<file path="src/rtl/cpu_types_pkg.sv">
// Shared CPU types: data word, register index and the write-port arbiter state.
package cpu_types_pkg;

    localparam int unsigned XLEN     = 32;
    localparam int unsigned NUM_REGS = 32;

    typedef logic [XLEN-1:0] word_t;
    typedef logic [4:0]      regbits_t;

    // A_PRI: pipeline writeback wins; B_FORCE: starved long-latency unit is served.
    typedef enum logic [0:0] {
        A_PRI   = 1'b0,
        B_FORCE = 1'b1
    } rfsched_state_t;

endpackage

</file>
<file path="src/rtl/rf_write_scheduler_scoreboard.sv">
// Busy scoreboard: one bit per register with an outstanding B-unit result.
module rf_scoreboard
    import cpu_types_pkg::*;
(
    input  logic                clk,
    input  logic                rst,
    input  logic                set_en,
    input  regbits_t            set_sel,
    input  logic                clr_en,
    input  regbits_t            clr_sel,
    input  regbits_t            chk_sel1,
    input  regbits_t            chk_sel2,
    output logic                stall,
    output logic [NUM_REGS-1:0] busy_mask
);

    logic [NUM_REGS-1:0] busy_q;
    logic [NUM_REGS-1:0] busy_d;

    // Per-register next value: a new issue overrides a same-edge writeback; r0 is never busy.
    generate
        for (genvar gi = 0; gi < NUM_REGS; gi++) begin : g_bit
            if (gi == 0) begin : g_r0
                always_comb busy_d[gi] = 1'b0;
            end else begin : g_rn
                logic set_hit;
                logic clr_hit;
                assign set_hit = set_en && (set_sel == regbits_t'(gi));
                assign clr_hit = clr_en && (clr_sel == regbits_t'(gi));
                always_comb busy_d[gi] = set_hit || (busy_q[gi] && !clr_hit);
            end
        end
    endgenerate

    // Scoreboard state register.
    always_ff @(posedge clk or posedge rst) begin
        if (rst) busy_q <= '0;
        else     busy_q <= busy_d;
    end

    // Hazard lookup uses registered state only; same-edge clears are not forwarded.
    always_comb stall = busy_q[chk_sel1] || busy_q[chk_sel2];

    assign busy_mask = busy_q;

endmodule

</file>
<file path="src/rtl/rf_write_scheduler.sv">
// Register-file write-port scheduler: A-priority arbitration with a starvation guard
// for the long-latency B unit, registered write outputs and a RAW busy scoreboard.
module rf_write_scheduler
    import cpu_types_pkg::*;
#(
    parameter int unsigned STARVE_MAX = 4
) (
    input  logic                CLK,
    input  logic                RST,
    input  logic                a_valid,
    input  regbits_t            a_wsel,
    input  word_t               a_wdat,
    output logic                a_ready,
    input  logic                b_valid,
    input  regbits_t            b_wsel,
    input  word_t               b_wdat,
    output logic                b_ready,
    input  logic                issue_valid,
    input  regbits_t            issue_wsel,
    input  regbits_t            chk_sel1,
    input  regbits_t            chk_sel2,
    output logic                stall,
    output logic [NUM_REGS-1:0] busy_mask,
    output logic                WEN,
    output regbits_t            wsel,
    output word_t               wdat
);

    localparam logic [3:0] STARVE_LIM = 4'(STARVE_MAX);

    rfsched_state_t state_q, state_d;
    logic [3:0]     wait_cnt_q, wait_cnt_d;
    logic           wen_q, wen_d;
    regbits_t       wsel_q, wsel_d;
    word_t          wdat_q, wdat_d;

    logic a_xfer;
    logic b_xfer;

    assign a_xfer = a_valid && a_ready;
    assign b_xfer = b_valid && b_ready;

    // Arbiter state, starvation counter and write-port output register.
    always_ff @(posedge CLK or posedge RST) begin
        if (RST) begin
            state_q    <= A_PRI;
            wait_cnt_q <= '0;
            wen_q      <= 1'b0;
            wsel_q     <= '0;
            wdat_q     <= '0;
        end else begin
            state_q    <= state_d;
            wait_cnt_q <= wait_cnt_d;
            wen_q      <= wen_d;
            wsel_q     <= wsel_d;
            wdat_q     <= wdat_d;
        end
    end

    // Count consecutive refusals of a waiting B request, saturating at the limit.
    always_comb begin
        wait_cnt_d = wait_cnt_q;
        if (!b_valid || b_xfer) begin
            wait_cnt_d = '0;
        end else if (!b_ready) begin
            wait_cnt_d = (wait_cnt_q >= STARVE_LIM) ? STARVE_LIM : wait_cnt_q + 4'd1;
        end
    end

    // Next state: force B once it has waited the limit; release when B is served or gone.
    always_comb begin
        state_d = state_q;
        case (state_q)
            A_PRI:   if (wait_cnt_d == STARVE_LIM) state_d = B_FORCE;
            B_FORCE: if (b_xfer || !b_valid)       state_d = A_PRI;
            default: state_d = A_PRI;
        endcase
    end

    // Ready outputs follow the state combinationally.
    always_comb begin
        a_ready = 1'b0;
        b_ready = 1'b0;
        case (state_q)
            A_PRI: begin
                a_ready = 1'b1;
                b_ready = !a_valid;
            end
            B_FORCE: begin
                a_ready = 1'b0;
                b_ready = 1'b1;
            end
            default: ;
        endcase
    end

    // Load the winner's payload; a write to r0 is accepted but never enabled.
    always_comb begin
        wen_d  = 1'b0;
        wsel_d = wsel_q;
        wdat_d = wdat_q;
        if (a_xfer) begin
            wen_d  = (a_wsel != '0);
            wsel_d = a_wsel;
            wdat_d = a_wdat;
        end else if (b_xfer) begin
            wen_d  = (b_wsel != '0);
            wsel_d = b_wsel;
            wdat_d = b_wdat;
        end
    end

    assign WEN  = wen_q;
    assign wsel = wsel_q;
    assign wdat = wdat_q;

    rf_scoreboard u_scoreboard (
        .clk       (CLK),
        .rst       (RST),
        .set_en    (issue_valid),
        .set_sel   (issue_wsel),
        .clr_en    (b_xfer),
        .clr_sel   (b_wsel),
        .chk_sel1  (chk_sel1),
        .chk_sel2  (chk_sel2),
        .stall     (stall),
        .busy_mask (busy_mask)
    );

endmodule

</file>
<file path="config.mk">
export PLATFORM = sky130hd
export DESIGN_NAME = rf_write_scheduler
export DESIGN_NICKNAME = d
export VERILOG_FILES = /design/src/rtl/cpu_types_pkg.sv /design/src/rtl/rf_write_scheduler_scoreboard.sv /design/src/rtl/rf_write_scheduler.sv
export SDC_FILE = /design/constraint.sdc
export NUM_CORES = 1
export LEC_CHECK = 0
export CAP_MARGIN = 20
export CORE_ASPECT_RATIO = 0.6
export CORE_MARGIN = 3
export CORE_UTILIZATION = 40
export CTS_BUF_LIST = sky130_fd_sc_hd__clkbuf_2 sky130_fd_sc_hd__clkbuf_4 sky130_fd_sc_hd__clkbuf_8
export CTS_CLUSTER_DIAMETER = 150
export DETAILED_ROUTE_END_ITERATION = 8
export MAX_ROUTING_LAYER = met4
export PLACE_DENSITY = 0.79
export SYNTH_ARGS = -nofsm -noshare
export SYNTH_HDL_FRONTEND = slang
export SYNTH_SLANG_ARGS = --single-unit
</file>
<file path="constraint.sdc">
create_clock -name CLK -period 2.06 [get_ports CLK]
set_clock_uncertainty 0.05 [all_clocks]
set_input_delay 0.206 -clock CLK [delete_from_list [all_inputs] [get_ports CLK]]
set_output_delay 0.206 -clock CLK [all_outputs]
set_load 0.02 [all_outputs]
</file>
## Word level (Yosys, flattened, before mapping)

Index checks and enable logic that the tools add are counted.

- Output and inout port bits: 73
- Logic and storage cells: 256
- Register bits: 74

- Bitwise logic cells: 1
- Magnitude comparators: 3
- Add/subtract/negate cells: 1
- Muxes and demuxes: 18
- Reduce and logical (&&, ||, !) cells: 164
- Eq/ne operators: 63

Operator list:

| cell | count |
|---|---|
| 5-bit equality test (second input constant) | 32 |
| 1-bit logical AND | 95 |
| 5-bit by 4-bit equality test with 1-bit output (second input constant) | 16 |
| 32-bit 2-to-1 mux | 2 |
| 5-bit by 3-bit equality test with 1-bit output (second input constant) | 8 |
| 1-bit zero test | 33 |
| 1-bit logical OR | 33 |
| 5-bit by 2-bit equality test with 1-bit output (second input constant) | 4 |
| 5-bit by 6-bit < comparator with 1-bit output (second input constant) | 2 |
| 4-bit 2-to-1 mux | 3 |
| 1-bit binary-select mux with 5-bit select | 2 |
| 5-bit by 1-bit equality test with 1-bit output (second input constant) | 2 |
| 5-bit 2-to-1 mux | 2 |
| 5-bit nonzero test | 2 |
| 1-bit 2-to-1 mux | 6 |
| 1-bit case mux with 2 select lines | 3 |
| 4-bit by 1-bit adder with 4-bit output (second input constant) | 1 |
| 4-bit by 3-bit equality test with 1-bit output (second input constant) | 1 |
| 4-bit by 3-bit >= comparator with 1-bit output (second input constant) | 1 |
| 2-bit nonzero test | 1 |
| 1-bit inverter | 1 |

## Logic depth before layout (Yosys ltp)

Gate-level depths: netlist of run 1.

- Depth in word-level cells: 8
- Gate-level depth with buffers: 6

## By module

Synthesis of run 1 repeated with hierarchy kept, for this count alone.

- Cells, all modules: 368
- Area, all modules: 3895.0 µm²

Modules (own cells, without submodules):

| module | instances | cells an instance | area each (µm²) |
|---|---|---|---|
| rf_write_scheduler | 1 | 188 | 1969.4 |
| rf_scoreboard | 1 | 180 | 1925.6 |

## Least setup slack after synthesis of run 1

Ideal clock, no wire load.

- Path kind: reg2out
- Start: register u_scoreboard.busy_q[29], in the netlist u_scoreboard.busy_mask[29]
- End: output stall
- Path slack: 152 ps
- Arrival time: 1652 ps
- Required time: 1804 ps
- Stages on the path, launching flop included: 5
- Cell sequence: dfrtp_1 -> mux4_1 -> o22ai_1 -> o2111ai_1 -> a221o_1

- Longest elaborated chain between the ends: 3
- Elaborated cells on any way between the ends: 5
- Those cells by class: mux (4); reduce/logical (1)

Ends and longest elaborated chain:

| element | RTL line | source |
|---|---|---|
| start: declaration | rf_write_scheduler_scoreboard.sv:17 | `logic [NUM_REGS-1:0] busy_q;` |
| start signal: assignment | rf_write_scheduler_scoreboard.sv:38 | `else busy_q <= busy_d;` |
| 1-bit binary-select mux with 5-bit select | rf_write_scheduler_scoreboard.sv:42 | `always_comb stall = busy_q[chk_sel1] \|\| busy_q[chk_sel2];` |
| 1-bit 2-to-1 mux (implied by the code) | rf_write_scheduler_scoreboard.sv:42 |  |
| 1-bit logical OR * | rf_write_scheduler_scoreboard.sv:42 |  |
| end: declaration | rf_write_scheduler.sv:22 | `output logic stall,` |

Every way passes the cells marked *; elsewhere a longest branch is shown, timed or not. The select of a mux whose other input is x is not followed.

## Worst setup path in the final report of run 1

- Start: register u_scoreboard.busy_q[30], in the netlist u_scoreboard.busy_mask[30]
- End: output stall

The elaborated chain is that of the path after synthesis.

==> summary.md, run 1 <==
| Metric | Value |
|---|---|
| Status | finished, violations left |
| Failing checks | setup timing |
| Area grow syn2layout | 61.4% |
| Htree depth | 3 |
| Place WS | -0.790 ns |
| Final setup violating endpoints | 1 |
| Library cells used by synthesis | 38 |
| Post-synthesis simple-gate area fraction | 11.4% |
| Die Width | 133 um |
| Chip height | 82.0 um |
| Ys async rst share | 100% |
| CP dominant cell by count | mux2i_1 |
| Num ports | 167 |
| Unrepaired setup endpoints after global routing | true |
| Final #Nets | 663 |
| Vias | 3,830 |
| Proportion of layout cells with a drive suffix above 1 | 16.3% |
| Syn avg cell area | 10.5 um2 |
| Post-layout min period | 2.35 ns |
| Commonest cells post-synth | o21ai_0, dfrtp_1, mux2i_1, nand2_1, clkbuf_1 |
| Initial antenna violation count | 0 |
| Site Rows | 27 |
| Tot Pwr | 5.14 mW |
| Hold Slack | 0.220 ns |
| Worst IR Drop VDD | 376 uV |
| Pwr/cell area | 826 mW/mm2 |
| Register area share after synthesis | 48.1% |
| YS warnings | 0 |
| Final Hold Fails | 0 |
| Detailed Route Iter0 Violations | 372 |
| Number of synthesized register bits | 74 |
| HP Class | input pin to flop |
| Vias in the first global route | 3,641 |
| WHS Endpoint | wait_cnt_q[0] |
| Drt total wl | 12,800 um |
| P_leak | 2.63 nW |
| Slowest-stage cell, CP | mux4_2 |
| Most frequent cell after synthesis | o21ai_0 |
| Number of diodes | 0 |
| Cell count along the critical path | 5 |
| GRT Util Overall | 24.0% |
| Post-Synth Adder-Cell Area | 0.325% |
| Area leader, netlist | dfrtp_1 |
| First-pass GRT wire length | 19,700 um |
| Fin crit share | 114% |
| Congestion Overflow GR | 0 |
| Post-Synth XOR/XNOR Area | 0% |
| GPL Wtd Cong | 0.971 |
| Worst Path Buf+Inv | 1 |
| Root Driver | clkbuf_8 |
| Pre-Repair DR Iteration Count | 5 |
| CP top delay family | multiplexers |
| Starting Density | 41.6% |
| Avg Vias per Cell | 5.46 |
| Max-cap viol count | 0 |
| Clk slew on worst S/H paths | 0.08 ns |
| Post-synthesis instance total | 367 |
| Quantity of I/O buffers inserted on ports | 165 |
| Cts hold-fix bufs | 0 |
| R2R Path Start | state_q |
| Inserted Clock Buffers | 9 |
| CP Class | flop to output port |
| Later-pin clock latency in the skew report | 0.34 ns |
| Pin count of the biggest net entering global routing | 78 |
| WP data arrival | 2.10 ns |
| WL per Instance | 18.2 um |
| Full die area | 0.0109 mm2 |
| # DRC | 0 |
| Clock Path Buffers | 2 |
| CP startpoint | u_scoreboard.busy_mask[30] |
| Mux cell area share after synthesis | 21.2% |
| Crit-path cells | mux4_2 -> mux2i_1 -> mux2i_1 -> a221o_1 -> buf_6 |
| CTS tree | built |
| Hpwl dp | 9980 um |
| Endpoint class of the critical path | output port |
| CP Launch Type | flop |
| Final worst slack | -0.295 ns |
| Mapped Area | 0.00385 mm2 |
| Main flop type after synthesis | dfrtp_1 |
| Post-route ant nets | 0 |
| Fin. max-slew vios | 0 |
| Fmax | 425 MHz |
| Critical path peak fanout | 4 |
| Sink Count | 74 |
| Largest family of logic cells by synthesized area | multiplexers |
| EDFF count, synth | 0 |
| R2r setup slk | 0.64 ns |
| Max stage delay on crit path | 0.50 ns |
| Area contributors post-synth | dfrtp_1, o21ai_0, mux2i_1 |
| Hold Crit Start | b_valid |
| Yosys top cell area share | 48.1% |
| CP required | 1.80 ns |
| Core region area | 0.00926 mm2 |
| FF-to-FF End | u_scoreboard.busy_mask[25] |
| Post-synthesis compound-gate area fraction | 15.4% |
| Worst R2R Path Depth | 6 |
| WHS Path Cells | 3 |
-- worst max-delay path by stage --
stage	end	slack, ns
after global placement	stall	-0.75
after global routing	stall	-0.36
after detailed placement	stall	-0.79
final	stall	-0.29
after CTS	stall	-0.29
after floorplan	stall	0.15
-- sequential cells by signal, indices dropped and copies added, names as in the netlist --
| signal | cells |
|---|---|
| WEN | 1 |
| u_scoreboard.busy_mask | 31 |
| wdat | 32 |
| wsel | 5 |
| wait_cnt_q | 4 |
| state_q | 1 |
-- timing repair --
item                                    in CTS  in global routing
setup buffers                                0                  1
endpoints found under the setup margin       1                  1
pin swaps                                    3                  1
cloned                                       1                  0
resized for setup                           13                  6
-- area by class of cell --
type,count,area [um2]
Sequential cell,74,1860
Clock inverter,2,60.1
Fill cell,715,3040
Tap cell,130,163
Inverter,8,33.8
Timing Repair Buffer,212,2070
Multi-Input combinational cell,263,1870
Clock buffer,13,166
-- layout by cell type, fill, tap and decap left out, types with 7 or more instances in the layout --
master	count
clkdlybuf4s50_1	160
o21ai_0	102
dfrtp_1	69
mux2i_1	42
nand2_1	42
buf_4	42
mux4_2	15
clkbuf_8	11
nand3_1	8
nand2b_1	7
-- metrics by stage --
| step | cells | utilization, % | setup TNS (ns) | instance area, um2 |
|---|---|---|---|---|
| floorplan | 368 | - | 0 | 3860 |
| global placement | 685 | 64.2 | -0.754 | 5950 |
| detailed placement | 685 | 64.2 | -0.790 | 5950 |
| CTS | 701 | 67.1 | -0.293 | 6210 |
| global route | 702 | 67.2 | -0.363 | 6220 |
| finish | 702 | 67.2 | -0.295 | 6220 |
-- worst register-to-register path, delay by kind of cell, from the launching register on --
family / cells / cell delay (ns)
compound gates: 2 / 0.23
flops: 1 / 0.40
simple gates: 2 / 0.34
buf+inv: 2 / 0.31
-- metal layers --
| layer | part of all wire (%) | wire length [um] | global-route usage, % | vias up |
|---|---|---|---|---|
| met1 | 44 | 5630 | 32.0 | 1819 |
| li1 | - | - | - | 1742 |
| met4 | 1.3 | 169 | 5.71 | 0 |
| met2 | 44 | 5610 | 35.7 | 247 |
| met3 | 11 | 1380 | 8.20 | 22 |
| met5 | 0 | 0 | - | - |
-- where the power goes --
part | switching (mW) | internal [mW] | leakage, nW | total, mW
combinational | 0.851 | 1.07 | 1.63 | 1.92
clock | 0.494 | 0.770 | 0.117 | 1.26
sequential | 0.262 | 1.69 | 0.888 | 1.95
-- cells by family after synthesis --
kind of cell,Yosys count
AOI/OAI and AO/OA,112
and+or+nand+nor,88
DFF,74
muxes,60
buffers and inverters,31
adders and majority gates,1
other,1
Note: power is estimated with default switching activity, not from simulation.
==> run 2: changes to the inputs <==
--- a/config.mk
+++ b/config.mk
@@ -14,6 +14,7 @@
 export DETAILED_ROUTE_END_ITERATION = 8
 export MAX_ROUTING_LAYER = met4
 export PLACE_DENSITY = 0.79
+export SLEW_MARGIN = 20
 export SYNTH_ARGS = -nofsm -noshare
 export SYNTH_HDL_FRONTEND = slang
 export SYNTH_SLANG_ARGS = --single-unit
==> results of run 2 <==
The final DEF is identical to that of run 1; final timing and power are the same.
==> edit 1: new RTL, flow settings as in run 2 <==
The package constant `NUM_REGS` goes from 32 to 48.
--- a/src/rtl/cpu_types_pkg.sv
+++ b/src/rtl/cpu_types_pkg.sv
@@ -4,3 +4,3 @@
     localparam int unsigned XLEN     = 32;
-    localparam int unsigned NUM_REGS = 32;
+    localparam int unsigned NUM_REGS = 48;
 
Interface: changed (resized busy_mask); port bits go from 167 to 183. No check against the original RTL was run, so the function may have changed too.
==> edit 1 against run 2 <==
The flow still finishes with violations (setup timing). Power rose by 13%. Cell area rose by 10%. Maximum frequency rose by 8.5%. Utilization fell by 3.2 points. Sequential cell count rose by 16. Area after synthesis rose by 16%. Sequential share of layout area rose by 2.9 points. Setup slack improved by 0.18 ns. Wire length rose by 17%. Largest power group unchanged.
==> edit 1: results (changes against run 2) <==
<table>
<tr><th>Metric</th><th>Value</th></tr>
<tr><th colspan="2">Run status</th></tr>
<tr><td>Run status</td><td>finished with violations (unchanged)</td></tr>
<tr><td>Failing checks</td><td>setup timing (unchanged)</td></tr>
<tr><th colspan="2">Timing</th></tr>
<tr><td>Worst path setup slack after routing</td><td>-0.110 ns (was -0.295 ns)</td></tr>
<tr><td>Hold WS</td><td>0.135 ns (was 0.220 ns)</td></tr>
<tr><td>Setup violation total in the final timing report</td><td>1 (unchanged)</td></tr>
<tr><th colspan="2">Cells and area</th></tr>
<tr><td>Number of multi-input logic gates</td><td>302 (was 263)</td></tr>
<tr><td>Net count reported at finish</td><td>728 (was 663)</td></tr>
<tr><td>Data-path buffer share of cell area in the final layout</td><td>31.5% (was 33.2%)</td></tr>
<tr><td>FILL cells</td><td>877 (was 715)</td></tr>
<tr><td>Clock network contribution to total cell area</td><td>2.66% (was 3.64%)</td></tr>
<tr><td>Buffers, non-clock</td><td>225 (was 212)</td></tr>
<tr><td>Biggest area consumer among cell classes</td><td>flip-flops and latches (was non-clock buffers)</td></tr>
<tr><td>Ratio of cells with drive above 1 in the final layout</td><td>13.2% (was 16.3%)</td></tr>
<tr><th colspan="2">Floorplan</th></tr>
<tr><td>Count of inserted tapcells</td><td>139 (was 130)</td></tr>
<tr><th colspan="2">Power and ir drop</th></tr>
<tr><td>Leakage Power</td><td>0.00304 µW (was 0.00263 µW)</td></tr>
<tr><th colspan="2">Global routing</th></tr>
<tr><td>GR met2 Demand/Resource</td><td>36.2% (was 35.7%)</td></tr>
<tr><td>Global routing usage on met3</td><td>10.2% (was 8.20%)</td></tr>
<tr><td>Vias in the first global route</td><td>4295 (was 3641)</td></tr>
<tr><td>Global-route total usage across every layer</td><td>25.4% (was 24.0%)</td></tr>
<tr><td>Largest net degree at the start of global routing</td><td>91 (was 78)</td></tr>
<tr><th colspan="2">Routing</th></tr>
<tr><td>Met1 Routed Length</td><td>6.62 mm (was 5.63 mm)</td></tr>
<tr><th colspan="2">Clock tree</th></tr>
<tr><td>Post-cts sizing count</td><td>17 (was 13)</td></tr>
<tr><td>Clock-pin slew on the worst setup and hold paths</td><td>0.10 ns (was 0.08 ns)</td></tr>
<tr><td>Clock Latency Late Sink</td><td>0.36 ns (was 0.34 ns)</td></tr>
<tr><th colspan="2">Placement</th></tr>
<tr><td>Global placer's final weighted congestion</td><td>0.939 (was 0.971)</td></tr>
<tr><td>Count of port buffers added during placement</td><td>181 (was 165)</td></tr>
<tr><th colspan="2">Min path</th></tr>
<tr><td>Worst Hold Endpoint</td><td>WEN (was wait_cnt_q[0])</td></tr>
<tr><th colspan="2">Setup path</th></tr>
<tr><td>Peak per-stage delay on the critical path</td><td>0.48 ns (was 0.50 ns)</td></tr>
<tr><th colspan="2">Synth</th></tr>
<tr><td>Compound-Gate Fraction of Synth Area</td><td>14.6% (was 15.4%)</td></tr>
<tr><td>Synthesis-stage register bit count</td><td>90 (was 74)</td></tr>
</table>
edit 1: changes by cell type after synthesis, sizes merged, moves of 3 or more:
| cell | run 2 | this run |
|---|---|---|
| a21o | 0 | 30 |
| o21ai | 102 | 74 |
| a21oi | 1 | 5 |
| nand2 | 42 | 57 |
| buf | 6 | 12 |
| nor2 | 6 | 23 |
| nand3b | 3 | 6 |
| clkbuf | 17 | 14 |
| dfrtp | 74 | 90 |
edit 1: kinds of logic after synthesis:
logic type,after synthesis
other,1
buffers and inverters,31
DFF,90
adders and majority gates,1
muxes,55
AOI/OAI and AO/OA,113
and+or+nand+nor,131
edit 1: power by group:
part	switching [µW]	total, µW	internal (µW)
Clock	691	1150	462
Sequential	290	2370	2080
Combinational	1040	2260	1220
edit 1: per-stage QoR:
stage	setup slack (ns)	setup TNS (ns)
2_1_floorplan	0.318	0
5_1_grt	-0.260	-0.260
4_1_cts	-0.114	-0.114
3_3_place_gp	-0.576	-0.576
3_5_place_dp	-0.601	-0.601
6_report	-0.110	-0.110
==> edit 2: new RTL, settings of run 2 <==
Without the edit above. Make the reset (`RST` and `rst`) synchronous in 2 clocked blocks.
--- a/src/rtl/rf_write_scheduler_scoreboard.sv
+++ b/src/rtl/rf_write_scheduler_scoreboard.sv
@@ -35,3 +35,3 @@
     // Scoreboard state register.
-    always_ff @(posedge clk or posedge rst) begin
+    always_ff @(posedge clk) begin
         if (rst) busy_q <= '0;
--- a/src/rtl/rf_write_scheduler.sv
+++ b/src/rtl/rf_write_scheduler.sv
@@ -43,3 +43,3 @@
     // Arbiter state, starvation counter and write-port output register.
-    always_ff @(posedge CLK or posedge RST) begin
+    always_ff @(posedge CLK) begin
         if (RST) begin
Behaviour: differs if RST is asserted again (counterexample within 4 cycles, from zero or initial values and one cycle with RST high); with RST held inactive, the same outputs for 4 cycles.
==> edit 2 against run 2 <==
The run still ends with setup timing left. Maximum frequency is 1.1% higher. Wire length is 7.7% higher. Count of clock-buffer cells in the layout is 3 lower. Sequential cell count stayed put. Final cell count is 2.7% higher. Via count is 4.7% higher. Setup slack better by 0.025 ns. Critical path depth is 1 higher. Cell area is 2.0% lower. Area after synthesis is 2.9% lower. Highest routed layer unchanged.
Power is not compared: it rests on default switching activity, and its combinational part moved more than twofold at a synthesized area within 25%.
==> edit 2: results (changes against run 2) <==
<table>
<tr><th>Metric</th><th>Value</th></tr>
<tr><th colspan="2">Placement</th></tr>
<tr><td>Placed wire-length estimate after detailed placement</td><td>10.6 mm (was 9.98 mm)</td></tr>
<tr><td>Global placer's final weighted congestion</td><td>1.00 (was 0.971)</td></tr>
<tr><th colspan="2">Cells and area</th></tr>
<tr><td>Ratio of cells with drive above 1 in the final layout</td><td>18.1% (was 16.3%)</td></tr>
<tr><td>Net count reported at finish</td><td>699 (was 663)</td></tr>
<tr><th colspan="2">Setup path</th></tr>
<tr><td>Slowest-stage cell, CP</td><td>clkdlybuf4s50_1 (was mux4_2)</td></tr>
<tr><td>Crit Path Max Fanout</td><td>2 (was 4)</td></tr>
<tr><td>Cell class contributing the biggest share of worst-path delay</td><td>compound AO/OA/AOI/OAI gates (was multiplexers)</td></tr>
<tr><td>Peak per-stage delay on the critical path</td><td>0.48 ns (was 0.50 ns)</td></tr>
<tr><td>Data arrival time at the worst-slack endpoint</td><td>2.07 ns (was 2.10 ns)</td></tr>
<tr><th colspan="2">Timing</th></tr>
<tr><td>Setup violation total in the final timing report</td><td>1 (unchanged)</td></tr>
<tr><td>Worst path setup slack after routing</td><td>-0.270 ns (was -0.295 ns)</td></tr>
<tr><th colspan="2">Clock tree</th></tr>
<tr><td>Clock Latency Late Sink</td><td>0.36 ns (was 0.34 ns)</td></tr>
<tr><th colspan="2">Run status</th></tr>
<tr><td>Failing checks</td><td>setup timing (unchanged)</td></tr>
<tr><td>Run status</td><td>finished with violations (unchanged)</td></tr>
<tr><th colspan="2">Synth</th></tr>
<tr><td>Top cell types by occurrence after synthesis</td><td>dfxtp_1 (74), mux2i_1 (42), nor2_1 (42) (was o21ai_0 (102), dfrtp_1 (74), mux2i_1 (42), nand2_1 (42), clkbuf_1 (17))</td></tr>
<tr><td>Sequential fraction of the synthesis area</td><td>39.6% (was 48.1%)</td></tr>
<tr><td>Fraction of synthesis flops using an asynchronous set or reset pin</td><td>0% (was 100%)</td></tr>
<tr><td>Post-synthesis cell type count</td><td>39 (was 38)</td></tr>
<tr><th colspan="2">Routing</th></tr>
<tr><td>Total number of vias</td><td>4011 (was 3830)</td></tr>
<tr><td>Routed wire length</td><td>13.8 mm (was 12.8 mm)</td></tr>
<tr><th colspan="2">Global routing</th></tr>
<tr><td>Global routing usage on met3</td><td>9.92% (was 8.20%)</td></tr>
<tr><td>First-pass GRT wire length</td><td>21.4 mm (was 19.7 mm)</td></tr>
<tr><td>GR met1 Demand/Resource</td><td>35.5% (was 32.0%)</td></tr>
<tr><td>Global-route total usage across every layer</td><td>27.3% (was 24.0%)</td></tr>
<tr><td>Largest net degree at the start of global routing</td><td>50 (was 78)</td></tr>
</table>
==> edit 2: cell count changes in the layout (fill, tap and decap cells not counted), moves of 5 or more <==
cell	delta
a21oi_1	+31
buf_4	+7
dfxtp_2	+12
a211oi_1	+37
dfxtp_1	+61
dfrtp_2	-5
o21ai_0	-71
nand2_1	-12
dfrtp_1	-69
nor3_1	+6
nor2_1	+36
==> edit 2: per-stage QoR <==
step	TNS [ns]	worst slack (ns)	instances	total power [µW]	utilization (%)
finish	-0.270	-0.270	721	3640	69.4
global route	-0.303	-0.303	721	3780	69.4
CTS	-0.227	-0.227	721	3660	69.0
detailed placement	-0.854	-0.854	704	2370	66.1
global placement	-0.752	-0.752	704	2350	66.1
floorplan	0	0.189	408	1930	-
==> edit 2: layout make-up <==
cell class	count	area (µm²)
Clock buffer	10	138
Clock inverter	6	90.1
Fill cell	669	2690
Inverter	5	18.8
Multi-Input combinational cell	296	2110
Sequential cell	74	1500
Tap cell	112	140
Timing Repair Buffer	218	2090
==> edit 2: logic make-up (layout without fill, tap and decap cells) <==
group                    after synthesis  count (layout)  synth area share (%)
AND/OR/NAND/NOR                      122             122                  15.4
AO/OA/AOI/OAI                        111             111                  18.3
flip-flops                            74              74                  39.6
multiplexers                          60              60                  21.9
buffers and inverters                 38             239                  4.35
adder cells (fa/ha/maj)                1               1                 0.334
other                                  1               2                 0.100
==> edit 2: routing by layer <==
metal	up-vias	wire, µm	share of wire, %
met5	-	0	0
met4	0	177	1.3
met3	18	1610	12
li1	1891	-	-
met1	1871	6160	45
met2	231	5830	42
==> edit 2: power groups by stage <==
stage / logic, µW / clock network [µW] / registers (µW)
2_1_floorplan: 277 / 0 / 1650
6_report: 808 / 1280 / 1550
3_3_place_gp: 775 / 0 / 1570
3_5_place_dp: 790 / 0 / 1580
4_1_cts: 800 / 1310 / 1550
5_1_grt: 861 / 1370 / 1550
==> edit 2: repair_timing <==
| action | in CTS | in global routing |
|---|---|---|
| pin swaps | 2 | 1 |
| endpoints found under the setup margin | 1 | 1 |
| gates cloned | 1 | 0 |
| gates resized for setup | 19 | 14 |
==> edit 2: path summary, 6_finish.rpt <==
path,from,to,slack [ns],depth (start not counted)
worst max-delay path,chk_sel2[1],stall,-0.27,6
worst min-delay path,b_valid,WEN,0.14,3
worst max register to register,state_q,wdat[18],0.60,4
worst min register to register,u_scoreboard.busy_mask[27],u_scoreboard.busy_mask[27],0.48,2
==> edit 2: worst min-delay path, stage by stage <==
cell	delay [ns]
buf_2	0.13
o31ai_1	0.07
a221oi_1	0.08
